[src/rtl/systolic_pkg.sv]
// Shared types and helpers for the systolic operand sequencer.
package systolic_pkg;

    // Sequencer states, see the table in systolic_feeder.
    typedef enum logic [2:0] {
        S_IDLE,
        S_WAIT_ARR,
        S_W_FEED,
        S_A_FEED,
        S_CAPTURE,
        S_OUT
    } state_t;

    // Default lane word; the top carries its own DW parameter for the ports.
    localparam int WORD_W = 8;
    typedef logic [WORD_W-1:0] word_t;

    // Phase and fill counters must reach 2N (A_FEED length) without wrapping.
    function automatic int cnt_width(input int n);
        return $clog2(2 * n + 1);
    endfunction

endpackage

[src/rtl/skew_delay.sv]
// Fixed per-lane delay line used to stagger activation lanes in time.
module skew_delay #(
    parameter int DW    = 8,
    parameter int DEPTH = 0
) (
    input  logic          clk,
    input  logic          rst,
    input  logic [DW-1:0] din,
    output logic [DW-1:0] dout
);

    if (DEPTH == 0) begin : g_wire
        // Lane 0 has no skew; clock and reset are intentionally left idle.
        logic tie_unused;
        assign tie_unused = clk ^ rst;
        assign dout       = din;
    end else begin : g_pipe
        logic [DW-1:0] stage [DEPTH];

        // Shift register; cleared on reset so no stale lane data reaches the array.
        always_ff @(posedge clk) begin
            if (!rst) begin
                for (int k = 0; k < DEPTH; k++) stage[k] <= '0;
            end else begin
                stage[0] <= din;
                for (int k = 1; k < DEPTH; k++) stage[k] <= stage[k-1];
            end
        end

        assign dout = stage[DEPTH-1];
    end

endmodule

[src/rtl/systolic_feeder.sv]
// Operand sequencer for an N x N systolic array: buffers weights and
// activations, replays weights, skews activations, captures results and
// either returns them to the host or chains them into the next pass.
//
// state      | meaning
// -----------+-----------------------------------------------------------
// S_IDLE     | host loads weight/activation beats, waits for go
// S_WAIT_ARR | waits for arr_ready, then pulses arr_start
// S_W_FEED   | N cycles of weight beats on arr_w
// S_A_FEED   | 2N cycles of skewed activations on arr_a
// S_CAPTURE  | collects result words until arr_done
// S_OUT      | returns N result beats to the host
module systolic_feeder
    import systolic_pkg::*;
#(
    parameter int N  = 4,
    parameter int DW = 8,
    parameter int PW = 4
) (
    input  logic            clk,
    input  logic            rst,
    input  logic            ld_w_valid,
    output logic            ld_w_ready,
    input  logic [DW*N-1:0] ld_w_data,
    input  logic            ld_a_valid,
    output logic            ld_a_ready,
    input  logic [DW*N-1:0] ld_a_data,
    input  logic [PW-1:0]   cfg_passes,
    input  logic            go,
    output logic            busy,
    output logic            err,
    output logic            arr_start,
    input  logic            arr_ready,
    input  logic            arr_done,
    output logic [DW*N-1:0] arr_a,
    output logic [DW*N-1:0] arr_w,
    input  logic [DW*N-1:0] arr_y,
    input  logic            arr_y_valid,
    output logic            res_valid,
    input  logic            res_ready,
    output logic [DW*N-1:0] res_data,
    output logic            res_last
);

    localparam int CW = cnt_width(N);
    localparam int IW = (N > 1) ? $clog2(N) : 1;
    localparam int BW = DW * N;

    localparam logic [CW-1:0] CNT_N    = CW'(N);
    localparam logic [CW-1:0] CNT_NM1  = CW'(N - 1);
    localparam logic [CW-1:0] CNT_2NM1 = CW'(2 * N - 1);

    state_t        state, state_nx;

    logic [BW-1:0] w_buf    [N];
    logic [BW-1:0] a_buf    [N];
    logic [BW-1:0] r_buf    [N];
    logic [BW-1:0] r_buf_nx [N];

    logic [CW-1:0] w_cnt;
    logic [CW-1:0] a_cnt;
    logic [CW-1:0] tmr;
    logic [CW-1:0] cap_cnt;
    logic [CW-1:0] cap_cnt_nx;
    logic [CW-1:0] out_k;
    logic [CW-1:0] a_t;
    logic [IW-1:0] w_idx;
    logic [PW-1:0] passes_left;
    logic          err_q;

    logic          w_hs;
    logic          a_hs;
    logic          go_ok;
    logic          cap_en;
    logic          cap_ovf;
    logic          done_cap;
    logic          done_early;
    logic          done_short;
    logic          chain;
    logic          res_hs;
    logic          out_last_hs;

    logic [BW-1:0] skew_src;
    logic [BW-1:0] skew_out;

    // Timer counts down through each feed phase; phase-relative cycle index derived from it.
    assign w_idx = IW'(CNT_NM1 - tmr);
    assign a_t   = CNT_2NM1 - tmr;

    assign w_hs        = ld_w_valid && ld_w_ready;
    assign a_hs        = ld_a_valid && ld_a_ready;
    assign go_ok       = (state == S_IDLE) && go && (w_cnt == CNT_N) && (a_cnt == CNT_N);
    assign cap_en      = arr_y_valid && ((state == S_A_FEED) || (state == S_CAPTURE));
    assign done_cap    = arr_done && (state == S_CAPTURE);
    assign done_early  = arr_done && ((state == S_WAIT_ARR) || (state == S_W_FEED) ||
                                      (state == S_A_FEED));
    assign done_short  = done_cap && (cap_cnt_nx < CNT_N);
    assign chain       = done_cap && (passes_left > PW'(1));
    assign res_hs      = res_valid && res_ready;
    assign out_last_hs = res_hs && (out_k == CNT_NM1);

    // Unskewed activation beat t enters every lane's delay line during the first N A_FEED cycles.
    assign skew_src = ((state == S_A_FEED) && (a_t < CNT_N)) ? a_buf[IW'(a_t)] : '0;

    for (genvar i = 0; i < N; i++) begin : g_lane
        skew_delay #(
            .DW    (DW),
            .DEPTH (i)
        ) u_skew (
            .clk  (clk),
            .rst  (rst),
            .din  (skew_src[DW*i +: DW]),
            .dout (skew_out[DW*i +: DW])
        );
    end

    // State register.
    always_ff @(posedge clk) begin
        if (!rst) state <= S_IDLE;
        else      state <= state_nx;
    end

    // Next-state and array/host-facing outputs.
    always_comb begin
        state_nx   = state;
        busy       = (state != S_IDLE);
        ld_w_ready = 1'b0;
        ld_a_ready = 1'b0;
        arr_start  = 1'b0;
        arr_w      = '0;
        arr_a      = '0;
        res_valid  = 1'b0;
        res_data   = '0;
        res_last   = 1'b0;
        case (state)
            S_IDLE: begin
                ld_w_ready = (w_cnt != CNT_N);
                ld_a_ready = (a_cnt != CNT_N);
                if (go_ok) state_nx = S_WAIT_ARR;
            end
            S_WAIT_ARR: begin
                arr_start = arr_ready;
                if (arr_ready) state_nx = S_W_FEED;
            end
            S_W_FEED: begin
                arr_w = w_buf[w_idx];
                if (tmr == '0) state_nx = S_A_FEED;
            end
            S_A_FEED: begin
                arr_a = skew_out;
                if (tmr == '0) state_nx = S_CAPTURE;
            end
            S_CAPTURE: begin
                if (arr_done) state_nx = chain ? S_WAIT_ARR : S_OUT;
            end
            S_OUT: begin
                res_valid = 1'b1;
                res_data  = r_buf[IW'(out_k)];
                res_last  = (out_k == CNT_NM1);
                if (out_last_hs) state_nx = S_IDLE;
            end
            default: state_nx = S_IDLE;
        endcase
    end

    // Result slot update: capture in arrival order, drop overflow, zero slots an early arr_done left unfilled.
    always_comb begin
        for (int k = 0; k < N; k++) r_buf_nx[k] = r_buf[k];
        cap_cnt_nx = cap_cnt;
        cap_ovf    = 1'b0;
        if (cap_en) begin
            if (cap_cnt < CNT_N) begin
                r_buf_nx[IW'(cap_cnt)] = arr_y;
                cap_cnt_nx             = cap_cnt + CW'(1);
            end else begin
                cap_ovf = 1'b1;
            end
        end
        if (done_cap) begin
            for (int k = 0; k < N; k++) begin
                if (CW'(k) >= cap_cnt_nx) r_buf_nx[k] = '0;
            end
        end
    end

    // Data storage; contents are qualified by fill counters, so no reset needed.
    always_ff @(posedge clk) begin
        if (w_hs) w_buf[IW'(w_cnt)] <= ld_w_data;
        if (a_hs) a_buf[IW'(a_cnt)] <= ld_a_data;
        for (int k = 0; k < N; k++) r_buf[k] <= r_buf_nx[k];
        if (chain) begin
            for (int k = 0; k < N; k++) a_buf[k] <= r_buf_nx[k];
        end
    end

    // Fill counters, phase timer, capture/output indices, pass count and sticky error.
    always_ff @(posedge clk) begin
        if (!rst) begin
            w_cnt       <= '0;
            a_cnt       <= '0;
            tmr         <= '0;
            cap_cnt     <= '0;
            out_k       <= '0;
            passes_left <= '0;
            err_q       <= 1'b0;
        end else begin
            if (w_hs) w_cnt <= w_cnt + CW'(1);
            if (a_hs) a_cnt <= a_cnt + CW'(1);

            if (go_ok) begin
                passes_left <= (cfg_passes == '0) ? PW'(1) : cfg_passes;
                err_q       <= 1'b0;
            end else if (cap_ovf || done_early || done_short) begin
                err_q <= 1'b1;
            end

            case (state)
                S_WAIT_ARR: if (arr_ready) tmr <= CNT_NM1;
                S_W_FEED:   tmr <= (tmr == '0) ? CNT_2NM1 : tmr - CW'(1);
                S_A_FEED:   if (tmr != '0) tmr <= tmr - CW'(1);
                default:    ;
            endcase

            cap_cnt <= done_cap ? '0 : cap_cnt_nx;
            if (chain) passes_left <= passes_left - PW'(1);

            if (res_hs) out_k <= (out_k == CNT_NM1) ? '0 : out_k + CW'(1);

            // Buffers are consumed once the host has taken the last result.
            if (out_last_hs) begin
                w_cnt <= '0;
                a_cnt <= '0;
            end
        end
    end

    assign err = err_q;

endmodule
[config.mk]
export PLATFORM = sky130hd
export DESIGN_NAME = systolic_feeder
export DESIGN_NICKNAME = d
export VERILOG_FILES = /design/src/rtl/systolic_pkg.sv /design/src/rtl/skew_delay.sv /design/src/rtl/systolic_feeder.sv
export SDC_FILE = /design/constraint.sdc
export NUM_CORES = 1
export LEC_CHECK = 0
export CAP_MARGIN = 10
export CORE_ASPECT_RATIO = 1.5
export CORE_MARGIN = 5
export CORE_UTILIZATION = 35
export DETAILED_ROUTE_END_ITERATION = 7
export PLACE_DENSITY_LB_ADDON = 0.2
export SLEW_MARGIN = 20
export SYNTH_ARGS = -nofsm -noshare
export SYNTH_HDL_FRONTEND = slang
export SYNTH_SLANG_ARGS = --single-unit
[constraint.sdc]
create_clock -name clk -period 3.6 [get_ports clk]
set_input_delay 0.36 -clock clk [delete_from_list [all_inputs] [get_ports clk]]
set_output_delay 0.36 -clock clk [all_outputs]
set_load 0.01 [all_outputs]
After elaboration in Yosys (flattened, before gate mapping)
Memory sizes are Yosys's and may differ from the RTL's. A register that Yosys moved wholly into a read port is not among the register bits.
Index checks and enable logic that the tools add are counted.

word-level totals
  memory bits (writable) = 432
  memories = 6
  output and inout port bits = 103
  input port bits = 109
  word-level logic and storage cells = 148
  bits in registers = 28

memory list
  name                           depth  bits a word  read ports  clocked after memory_dff  write ports  line                   source
  a_buf                          4      32           1           0                         4            systolic_feeder.sv:56  logic [BW-1:0] a_buf [N];
  r_buf                          4      32           5           1                         4            systolic_feeder.sv:57  logic [BW-1:0] r_buf [N];
  w_buf                          4      32           1           0                         1            systolic_feeder.sv:55  logic [BW-1:0] w_buf [N];
  g_lane[3].u_skew.g_pipe.stage  3      8            3           0                         3            skew_delay.sv:18       logic [DW-1:0] stage [DEPTH];
  g_lane[2].u_skew.g_pipe.stage  2      8            2           0                         2            skew_delay.sv:18
  g_lane[1].u_skew.g_pipe.stage  1      8            1           0                         1            skew_delay.sv:18

cells by class
  muxes and demuxes = 59
  reduce and logical (&&, ||, !) cells = 33
  eq/ne operators = 17
  bitwise gates (word level) = 7
  $add $sub $neg = 8
  magnitude comparators = 10

operator list
  operator                                                                       count
  128-bit 2-to-1 mux                                                             3
  32-bit 2-to-1 mux                                                              10
  128-bit bitwise mux                                                            1
  32-bit demux with 2-bit select                                                 1
  8-bit 2-to-1 mux                                                               6
  4-bit 2-to-1 mux                                                               9
  32-bit OR reduction                                                            1
  3-bit 2-to-1 mux                                                               7
  3-bit case mux with 6 select lines                                             1
  1-bit 2-to-1 mux                                                               17
  4-bit by 1-bit adder with 4-bit output (second input constant)                 4
  1-bit logical AND                                                              14
  4-bit by 3-bit less-than comparator with 1-bit output (second input constant)  3
  4-bit case mux with 3 select lines                                             1
  4-bit by 3-bit equality test with 1-bit output (second input constant)         2
  1-bit by 4-bit >= comparator with 1-bit output (first input constant)          2
  2-bit by 4-bit >= comparator with 1-bit output (first input constant)          2
  4-bit logical NOT                                                              2
  2-bit inequality test (second input constant)                                  4
  4-bit by 3-bit inequality test with 1-bit output (second input constant)       2
  8-bit OR reduction                                                             1
  4-bit by 1-bit subtractor with 4-bit output (second input constant)            2
  3-bit by 2-bit equality test with 1-bit output (second input constant)         2
  3-bit equality test (second input constant)                                    2
  other kinds (20)                                                               35

Depth between registers and ports, before layout
  depth after elaboration = 11
  depth in mapped cells = 8
  gate-level depth less buffers = 6

Modules after synthesis
Synthesis repeated with hierarchy kept, for this count alone.

unflattened totals
  cell total of the unflattened synthesis = 1524
  area, all modules = 19761.5 µm²

modules (own cells, without submodules)
  module                         times used  sequential area each (µm²)  cells each  area each (µm²)
  systolic_feeder                1           10850.4                     1401        18248.8
  skew_delay (g_lane[3].u_skew)  1           480.5                       58          735.7
  skew_delay (g_lane[2].u_skew)  1           320.3                       41          506.7
  skew_delay (g_lane[1].u_skew)  1           160.2                       16          210.2
  skew_delay (g_lane[0].u_skew)  1           0.0                         8           60.1

Worst setup path after synthesis
OpenSTA, ideal clock, no wires.

  path type = flip-flop to flip-flop
  start = register a_cnt[0]
  end = memory a_buf[2][0] (netlist name), enable pin
  setup slack = -0.403 ns
  required time = 3.130 ns
  data arrival time = 3.533 ns
  setup time = 0.470 ns
  clock period less this slack = 4.003 ns
  stages on the path, launching flop included = 7
  buffers on the path = 0
  cell sequence = dfxtp_1 -> inv_1 -> ha_1 -> nand3b_1 -> and2_1 -> nand2_1 -> o31ai_1

RTL lines
  what                    line                    source
  from (decl)             systolic_feeder.sv:61   logic [CW-1:0] a_cnt;
  from (signal assigned)  systolic_feeder.sv:208  if (a_hs) a_cnt <= a_cnt + CW'(1);
  to (decl)               systolic_feeder.sv:56

Worst setup path after layout
  start = register tmr[0]
  end = output port arr_w[25]

on the way
  word-level cells in the longest chain between the ends = 3

ends and longest elaborated chain
  what                    line                    source
  from (decl)             systolic_feeder.sv:62   logic [CW-1:0] tmr;
  from (signal assigned)  systolic_feeder.sv:219  S_W_FEED: tmr <= (tmr == '0) ? CNT_2NM1 : tmr - CW'(1);
  from (signal assigned)  systolic_feeder.sv:220  S_A_FEED: if (tmr != '0) tmr <= tmr - CW'(1);
  2-bit subtractor        systolic_feeder.sv:87   assign w_idx = IW'(CNT_NM1 - tmr);
  memory read 4 x 32 bit  -
  32-bit 2-to-1 mux       systolic_feeder.sv:135  case (state)
  to (decl)               systolic_feeder.sv:36   output logic [DW*N-1:0] arr_w,

Every way passes these cells.

==> run metrics <==
post-CTS setup repair buffer count 0; simple-gate area share of the yosys netlist 0.130; unrepaired setup endpoints after global routing false; WL/cell approximately 22 µm; first-pass GRT wire length between 80000 and 90000 µm; Synth Flop Type edfxtp_1; fill cell count between 5k and 6k; Routed WL between 50000 and 60000 µm; gr ovfl total 0; Area Growth Syn to Fin 22.7%; # IOs roughly 210; Hold Violations, Final 0; sw power roughly 0.0035 W; CP Class reg -> out; Remaining DRCs 0; Synth async-reset ratio 0; FMAX about 300 MHz; synth warn 0; initial antenna violation count 3; Vias/cell ~5.2; CTS root buffer clkbuf_16; TritonRoute pass-1 iters 6; share of layout cells above drive strength 1 0.137; Synth Register Bits ~460; worst skew pair latency roughly 0.60 ns; Pwr Density about 550 nW/µm²; Internal between 0.009 and 0.01 W; VDD IR max approximately 0.0003 V; sequential share of the synthesized area 0.594; post-route ant nets 0; CP startpoint kind flip-flop; input/output buffers between 200 and 250; post-synthesis instance area 19900 µm²; Final min period 3.34 ns; hold buffers post-CTS 0; DR iter-0 viols 698; Placer Congestion about 0.79; Post-synth EDFFs around 260; global-route met2 utilization 0.330; CTS buffer count 46; overall power ~0.013 W; static leakage approximately 8.0 nW; Critical Path RT approximately 3.2 ns; Nets 1859; skew final 0.0298 ns; CP delay by family, top flip-flops; CP max stage delay 0.89 ns; Post-Syn Nets between 1.5k and 2k; Worst Path Arrival between 2 and 3 ns; Post-Synth Adder-Cell Area 0.00881; GR Util met3 0.0292; Die Span X a little over 200 µm; Initial Utilization 0.352; Post-Synthesis Cells 1546; CTS tree done; main combinational cell family by area after synthesis multiplexers; clk slew on worst S/H paths about 0.06 ns; sw frac 0.258; final slew viol count 0; crit end category output pin; GRT Max-Usage Layer met2; CP Buf/Inv Count 2; sequential power share 0.492; CTS HTree Levels 2; final setup vio count 0; post-synthesis mux area share 0.144; Row Count ~110; outcome complete, no violations; die area approximately 62000 µm²; Die H about 300 µm; count of cell types in the netlist 66; period utilization 0.927; Hold WC Path Type in -> reg; area share of the largest cell type after synthesis 0.387; maximum clock insertion buffer count 3; worst path cell trace buf_4 > mux4_2 > nor2b_1 > clkdlybuf4s50_1; Tightest Pin Transition between 0.8 and 0.9 ns; Syn Area/Cell 12.9 µm²; Post-Route Setup TNS 0 ns; post-DP HPWL approximately 37000 µm; M1 GR Usage 0.213; Synth Area in Compound Gates 0.0874; largest net degree at the start of global routing around 130; Slew headroom 0.447; Synth area leader edfxtp_1; Post-Synth XOR/XNOR Area 0.00396; CORE AREA 56500 µm²; CTS sink count 462; largest cells by area after synthesis edfxtp_1 (39%), dfxtp_1 (21%), mux4_2 (11%), mux2i_1 (3.5%), nand2_1 (3.2%); Total GRT Usage 0.181; slowest cell on the critical path dfxtp_4; DR vias 13.2k; clock share of power 0.342; Combinational Power Share 0.167; CP Max Fanout 37; max-cap violations 0; vias in the first global route roughly 14k; CTS resizes 0
power by group through the flow:
| stage | clock (W) | sequential, W | combinational, W |
|---|---|---|---|
| floorplan | 0 | 0.00651 | 0.00153 |
| global placement | 0 | 0.00668 | 0.00226 |
| detailed placement | 0 | 0.00672 | 0.00227 |
| CTS | 0.00472 | 0.00660 | 0.00228 |
| global route | 0.00492 | 0.00666 | 0.00242 |
| finish | 0.00458 | 0.00659 | 0.00223 |
cell type report:
| class | count | area, µm² | area share |
|---|---|---|---|
| diodes | 3 | 7.51 | 0.000308 |
| clock buffers | 66 | 1280 | 0.0523 |
| well taps | 763 | 955 | 0.0391 |
| repair buffers | 256 | 2590 | 0.106 |
| clock inverters | 18 | 134 | 0.00549 |
| flip-flops and latches | 462 | 11800 | 0.484 |
| inverters | 18 | 67.6 | 0.00277 |
| multi-input cells | 952 | 7560 | 0.310 |
registers in the layout, indices dropped and copies added, names as in the netlist, named ones only:
signal	cells
state	3
a_cnt	4
w_cnt	4
w_buf	128
tmr	4
r_buf	128
a_buf	128
g_lane.u_skew.g_pipe.stage	48
passes_left	4
out_k	4
err	1
cap_cnt	4
cell usage after synthesis, types with 11 or more instances:
library cell	number
a21oi_1	40
a311oi_1	32
and2_1	86
buf_1	12
buf_2	29
buf_4	11
clkbuf_1	53
dfxtp_1	206
edfxtp_1	256
ha_1	14
inv_1	17
mux2i_1	69
mux4_2	96
nand2_1	170
nand3_1	36
nor2_1	118
nor2b_1	66
o211ai_1	32
o21ai_0	40
o31ai_1	68
cell usage in the layout, fill, tap and decap left out, types with 7 or more instances in the layout:
master and count:
buf_12 11, o21ai_0 38, nand2_1 170, nor2_1 118, buf_4 34, nand3b_1 7, o31ai_1 66, a21oi_1 40
edfxtp_1 256, nor3_1 7, ha_1 14, mux2i_1 69, nand4_1 7, clkbuf_16 46, a311oi_1 32, and2_1 83
clkbuf_1 15, o211ai_1 32, nor2b_1 66, dfxtp_1 202, clkinv_2 7, mux4_2 96, inv_1 16, nand3_1 36
clkdlybuf4s50_1 211
stage by stage:
| step | setup slack [ns] | cells | util | hold slack, ns | area, µm² |
|---|---|---|---|---|---|
| after global routing | 0.0460 | 2537 | 0.432 | 0.403 | 24400 |
| after CTS | 0.135 | 2535 | 0.432 | 0.370 | 24400 |
| after floorplan | -0.403 | 1546 | - | 0.412 | 19900 |
| final | 0.262 | 2538 | 0.432 | 0.415 | 24400 |
| after global placement | 0.763 | 2451 | 0.407 | 0.415 | 23000 |
| after detailed placement | 0.692 | 2451 | 0.407 | 0.419 | 23000 |
cell families (layout without fill, tap and decap cells):
| family | Yosys count | in the layout |
|---|---|---|
| AOI/OAI and AO/OA | 241 | 241 |
| xor gates and xnor gates | 9 | 9 |
| adders and majority gates | 14 | 14 |
| buffers and inverters | 132 | 358 |
| DFF | 462 | 462 |
| muxes | 166 | 166 |
| other | 0 | 3 |
| and+or+nand+nor | 522 | 522 |
worst register-to-register path: cells and delay by family (launching register included):
| family | cells | cell delay (ns) |
|---|---|---|
| AOI/OAI and AO/OA | 3 | 0.98 |
| buffers and inverters | 1 | 0.37 |
| DFF | 1 | 0.55 |
| and+or+nand+nor | 1 | 0.72 |
worst paths after layout:
kind	start	endpoint	slack, ns	cells past startpoint
worst max-delay path	tmr[0]	arr_w[25]	0.26	4
worst min-delay path	ld_w_data[9]	w_buf[1][9]	0.42	1
worst max register to register	state[2]	a_buf[2][20]	0.71	5
worst min register to register	g_lane[3].u_skew.g_pipe.stage[0][10]	g_lane[3].u_skew.g_pipe.stage[0][18]	0.43	1
routing by layer:
metal  up-vias  part of all wire  routed length (µm)
met3        98             0.055                3140
met4         0             0.034                1950
met2       414              0.52               29500
li1       6140                 -                   -
met1      6542              0.39               22000
met5         -                 0                   0
(Power assumes the default switching activity.)
